File: src/rtl/atetris_input_cond.sv
// rtl/atetris_input_cond.sv - synchronise, debounce and coin-shape the Atari Tetris control inputs
module atetris_input_cond #(
    parameter int TICK_DIV   = 48000,
    parameter int DEB_TICKS  = 4,
    parameter int COIN_TICKS = 40,
    parameter int GAP_TICKS  = 60
) (
    input  logic        clk_sys,
    input  logic        RESET_N,
    input  logic [10:0] RAW,
    output logic [10:0] INP,
    output logic        TICK
);

    localparam int TB_W = (TICK_DIV > 2) ? $clog2(TICK_DIV) : 1;
    localparam logic [TB_W-1:0] TB_MAX = TB_W'(TICK_DIV - 1);

    localparam int T_MAX = (COIN_TICKS > GAP_TICKS) ? COIN_TICKS : GAP_TICKS;
    localparam int T_W   = (T_MAX > 1) ? $clog2(T_MAX) : 1;
    localparam logic [T_W-1:0] COIN_END = T_W'(COIN_TICKS - 1);
    localparam logic [T_W-1:0] GAP_END  = T_W'(GAP_TICKS - 1);

    typedef enum logic [1:0] {
        C_IDLE     = 2'd0,
        C_PULSE    = 2'd1,
        C_GAP      = 2'd2,
        C_WAIT_REL = 2'd3
    } coin_state_t;

    logic [TB_W-1:0] tb_cnt;
    logic [10:0]     sync1;
    logic [10:0]     sync2;
    logic [10:0]     db;
    logic [1:0]      db_coin;
    logic [1:0]      pulse;

    // Free-running timebase; TICK marks the last count of each period.
    always_ff @(posedge clk_sys or negedge RESET_N) begin
        if (!RESET_N) begin
            tb_cnt <= '0;
        end else if (tb_cnt == TB_MAX) begin
            tb_cnt <= '0;
        end else begin
            tb_cnt <= tb_cnt + 1'b1;
        end
    end

    assign TICK = (tb_cnt == TB_MAX);

    // Two-flop synchroniser for the asynchronous control lines.
    always_ff @(posedge clk_sys or negedge RESET_N) begin
        if (!RESET_N) begin
            sync1 <= '0;
            sync2 <= '0;
        end else begin
            sync1 <= RAW;
            sync2 <= sync1;
        end
    end

    generate
        if (DEB_TICKS == 0) begin : g_bypass
            assign db = sync2;
        end else begin : g_deb
            localparam int DC_W = (DEB_TICKS > 1) ? $clog2(DEB_TICKS) : 1;
            localparam logic [DC_W-1:0] DC_MAX = DC_W'(DEB_TICKS - 1);

            logic [DC_W-1:0] dc [11];
            logic [10:0]     db_q;

            // A bit only changes after DEB_TICKS ticks of unbroken disagreement.
            always_ff @(posedge clk_sys or negedge RESET_N) begin
                if (!RESET_N) begin
                    db_q <= '0;
                    for (int i = 0; i < 11; i++) begin
                        dc[i] <= '0;
                    end
                end else begin
                    for (int i = 0; i < 11; i++) begin
                        if (sync2[i] == db_q[i]) begin
                            dc[i] <= '0;
                        end else if (TICK) begin
                            if (dc[i] == DC_MAX) begin
                                db_q[i] <= sync2[i];
                                dc[i]   <= '0;
                            end else begin
                                dc[i] <= dc[i] + 1'b1;
                            end
                        end
                    end
                end
            end

            assign db = db_q;
        end
    endgenerate

    assign db_coin = db[9:8];

    generate
        for (genvar c = 0; c < 2; c++) begin : g_coin
            coin_state_t    state;
            coin_state_t    state_nxt;
            logic [T_W-1:0] t;
            logic [T_W-1:0] t_nxt;
            logic           coin_pulse;

            // Coin shaper state and phase timer.
            always_ff @(posedge clk_sys or negedge RESET_N) begin
                if (!RESET_N) begin
                    state <= C_IDLE;
                    t     <= '0;
                end else begin
                    state <= state_nxt;
                    t     <= t_nxt;
                end
            end

            // One fixed pulse per insertion, a forced gap, then wait for release.
            always_comb begin
                state_nxt  = state;
                t_nxt      = t;
                coin_pulse = 1'b0;
                case (state)
                    C_IDLE: begin
                        if (db_coin[c]) begin
                            state_nxt = C_PULSE;
                            t_nxt     = '0;
                        end
                    end
                    C_PULSE: begin
                        coin_pulse = 1'b1;
                        if (TICK) begin
                            if (t == COIN_END) begin
                                state_nxt = C_GAP;
                                t_nxt     = '0;
                            end else begin
                                t_nxt = t + 1'b1;
                            end
                        end
                    end
                    C_GAP: begin
                        if (TICK) begin
                            if (t == GAP_END) begin
                                state_nxt = C_WAIT_REL;
                                t_nxt     = '0;
                            end else begin
                                t_nxt = t + 1'b1;
                            end
                        end
                    end
                    C_WAIT_REL: begin
                        if (!db_coin[c]) begin
                            state_nxt = C_IDLE;
                        end
                    end
                    default: begin
                        state_nxt = C_IDLE;
                        t_nxt     = '0;
                    end
                endcase
            end

            assign pulse[c] = coin_pulse;
        end
    endgenerate

    // Active-low output word, coin bits replaced by the shaped pulses.
    always_ff @(posedge clk_sys or negedge RESET_N) begin
        if (!RESET_N) begin
            INP <= 11'h7FF;
        end else begin
            INP <= ~{db[10], pulse[1], pulse[0], db[7:0]};
        end
    end

endmodule

File: config.mk
export PLATFORM = sky130hd
export DESIGN_NAME = atetris_input_cond
export DESIGN_NICKNAME = d
export VERILOG_FILES = /design/src/rtl/atetris_input_cond.sv
export SDC_FILE = /design/constraint.sdc
export NUM_CORES = 1
export LEC_CHECK = 0
export ABC_CLOCK_PERIOD_IN_PS = 6330
export BUFFER_PORTS_ARGS = -buffer_cell sky130_fd_sc_hd__buf_2
export CAP_MARGIN = 40
export CORE_UTILIZATION = 35
export CTS_BUF_LIST = sky130_fd_sc_hd__clkbuf_4 sky130_fd_sc_hd__clkbuf_8 sky130_fd_sc_hd__clkbuf_16
export DETAILED_ROUTE_END_ITERATION = 16
export PLACE_DENSITY = 0.52
export SETUP_SLACK_MARGIN = 0.02
export SYNTH_ARGS = -nofsm -noshare
export SYNTH_HDL_FRONTEND = slang
export SYNTH_SLANG_ARGS = --single-unit
File: constraint.sdc
create_clock -name clk_sys -period 6.33 [get_ports clk_sys]
set_input_delay 1.899 -clock clk_sys [delete_from_list [all_inputs] [get_ports clk_sys]]
set_output_delay 1.899 -clock clk_sys [all_outputs]
set_load 0.05 [all_outputs]
==> metrics.md <==
| Metric | Value |
|---|---|
| Clock Tree Buf Depth | 2 |
| FF-to-FF path depth | 6 |
| Yosys reg bits | just under 100 |
| Adder-cell area share of the yosys netlist | 0.07061 |
| Share of post-route cells with drive strength above 1 | 0.1878 |
| Post-CTS resize count | 0 |
| Global placement routability congestion | between 0.7 and 0.8 |
| CTS tree | done |
| DR vias/cell | 4.908 |
| Die extent in y | between 100 and 150 um |
| Synth top area cells | dfrtp_1 (51%), ha_1 (7.1%), dfstp_2 (6.8%) |
| Required time of the worst setup path | ~4.4 ns |
| Synth top area share | 0.5119 |
| Clk root buf | clkbuf_16 |
| Ys flop type | dfrtp_1 |
| Die Area | ~0.013 mm^2 |
| RSZ-0062 raised after global routing | no |
| Largest net degree at the start of global routing | 60 |
| CP Launch Type | register |
| HPWL after DPL | 4790 um |
| Initial drt markers | about 120 |
| Nets@finish | 442 |
| Slew Viols, Final | 0 |
| HP Class | reg2reg |
| Layout Area Growth over Synthesis | 13.92% |
| Fmax | around 270 MHz |
| Netlist cell types | 39 |
| Initial Util | 0.3662 |
| PortBufs | 24 |
| Sequential-to-total area share from yosys stat | 0.5799 |
| Max_cap viols | 0 |
| Wirelength per Cell | between 10 and 15 um |
| Crit. End Element | output port |
| Post-Synth XOR/XNOR Area | 0.04737 |
| Synth Net Count | 412 |
| Fin crit period | approximately 3.7 ns |
| R2r startpoint | tb_cnt[10] |
| # setup viols final | 0 |
| Initial antenna violation count | 0 |
| Num CTS Buffers | 9 |
| Setup CP Type | reg2out |
| Grt total ovfl | 0 |
| Register-to-register setup slack | approximately 3.8 ns |
| Period utilisation layout | 0.5899 |
| Async S/R FF share, synth | 1.000 |
| Critical path origin | tb_cnt[10] |
| Max-Slew Margin vs Limit | 0.5229 |
| Min Hold Slack | 0.3473 ns |
| Core area | 0.01161 mm^2 |
| H-tree depth | 3 |
| Via count | around 2.7k |
| GRT Util Overall | 0.1356 |
| Warnings, synthesis | 0 |
| Least-Margin Pin Slew | 0.7156 ns |
| Setup bufs post-CTS | 0 |
| Hold_buf cts | 0 |
| Worst flop-to-flop path endpoint | g_coin[1].t[3] |
| Clk_skew | roughly 0.0077 ns |
| Worst skew pair latency | 0.35 ns |
| Compound-Gate Fraction of Synth Area | 0.1236 |
| DRT Wirelength | roughly 7400 um |
| Inserted Diodes | 0 |
| Cell Pwr Density | roughly 250 mW/mm^2 |
| Worst Path Max Fanout | 4 |
| First-pass GRT wire length | 13,250 um |
| Most numerous cell in the Yosys netlist | dfrtp_1 |
| Post-DRT Antenna Nets | 0 |
| Cells after synthesis | between 300 and 400 |
| CTS Sinks | ~100 |
| Syn avg cell area | about 11 um^2 |
| Drt drc | 0 |
| Setup TNS Final | 0 ns |
| DRT Pass-1 Iters | 4 |
| Number of global-route vias before repair | around 2.8k |
| EDFF count, synth | 0 |
| Reg clk slew, reported paths | roughly 0.070 ns |
| Main combinational cell family by area after synthesis | simple AND/OR/NAND/NOR gates |
| FILL cells | around 1.1k |
| Area leader, netlist | dfrtp_1 |
| I/O Pins | 25 |
| End of the critical path | TICK |
| Synth Area in Simple Gates | 0.1312 |
| Crit path DAT | approximately 1.8 ns |
| Die width | about 110 um |
| Final hold vios | 0 |
| Rows | 39 |
| Worst VDD drop | 0.0001559 V |
| Lkg Pwr | ~2.1 nW |
| Status | finished clean |
| Synthesized cell area | around 0.0043 mm^2 |
| Multiplexer area fraction after synthesis | 0.01589 |
| Top cells by count, synth | dfrtp_1 (87), nand2_1 (56), a21oi_1 (32) |
[worst min-delay path by stage]
stage / to / from / depth (start not counted)
finish: sync2[1] / sync1[1] / 0
global route: sync2[3] / sync1[3] / 0
CTS: sync2[1] / sync1[1] / 0
detailed placement: sync2[10] / sync1[10] / 0
global placement: sync2[5] / sync1[5] / 0
floorplan: sync2[0] / sync1[0] / 0
[report_power, final]
group	switching [W]	internal, W
Sequential	0.00000324	0.000633
Combinational	0.0000145	0.00000539
Clock	0.000239	0.000324
Total	0.000257	0.000963
[worst max-delay path, cell delays in order, from the launching register on]
cell	delay, ns
dfrtp_1	0.41
nand4bb_1	0.35
nor4_4	0.40
buf_2	0.32
[cell families (layout without fill, tap and decap cells)]
kind of cell | Yosys count | after routing
adder cells (fa/ha/maj) | 24 | 24
flip-flops | 98 | 98
XOR/XNOR | 23 | 23
AND/OR/NAND/NOR | 113 | 113
AO/OA/AOI/OAI | 82 | 82
multiplexers | 6 | 6
buffers and inverters | 29 | 64
[placed cells by master (no fill, tap or decap), types with 7 or more instances in the layout]
cell type  synthesis  layout
nor2_1            13      13
nand2_1           56      56
xor2_1             7       7
a21oi_1           32      32
or3_1             13      13
inv_1             20      20
clkbuf_16          0       9
dfrtp_1           87      87
o21ai_0           13      13
nand3_1            8       8
ha_1              24      24
buf_2              2      23
dfstp_2           11      11
xnor2_1           16      16
o31ai_1            7       7
a31o_2             9       9
[final cells by class]
cell class | instances | area [um^2] | area share
sequential | 98 | 2466 | 0.5090
timing repair buffer | 28 | 156.4 | 0.03228
tap | 143 | 178.9 | 0.03693
inverter | 20 | 75.07 | 0.01550
multi-input combinational | 248 | 1662 | 0.3430
clock inverter | 5 | 60.06 | 0.01240
clock buffer | 11 | 246.5 | 0.05088
[metrics by stage]
| step | power [W] | area (um^2) | setup WS [ns] | utilization | cells |
|---|---|---|---|---|---|
| 5_1_grt | 0.001271 | 4845 | 2.485 | 0.4172 | 553 |
| 3_5_place_dp | 0.0006700 | 4538 | 2.955 | 0.3908 | 537 |
| 4_1_cts | 0.001243 | 4845 | 2.547 | 0.4172 | 553 |
| 6_report | 0.001219 | 4845 | 2.596 | 0.4172 | 553 |
| 2_1_floorplan | 0.0006515 | 4253 | 2.626 | - | 375 |
| 3_3_place_gp | 0.0006695 | 4527 | 2.943 | 0.3898 | 536 |
[registers in the layout, summed over array words and instances (netlist names)]
name          count
g_deb.dc         22
tb_cnt           16
g_coin.t         12
INP              11
db               11
sync1            11
sync2            11
g_coin.state      4
[per-layer routing]
metal  vias to the layer above  track usage  wire (um)
met1                      1311       0.1702       3647
met2                        31       0.2153       3410
met3                         9      0.05184        261
met5                         -            0          0
li1                       1363            -          -
met4                         0      0.04533         97
Power figures use the tool's default switching activity.
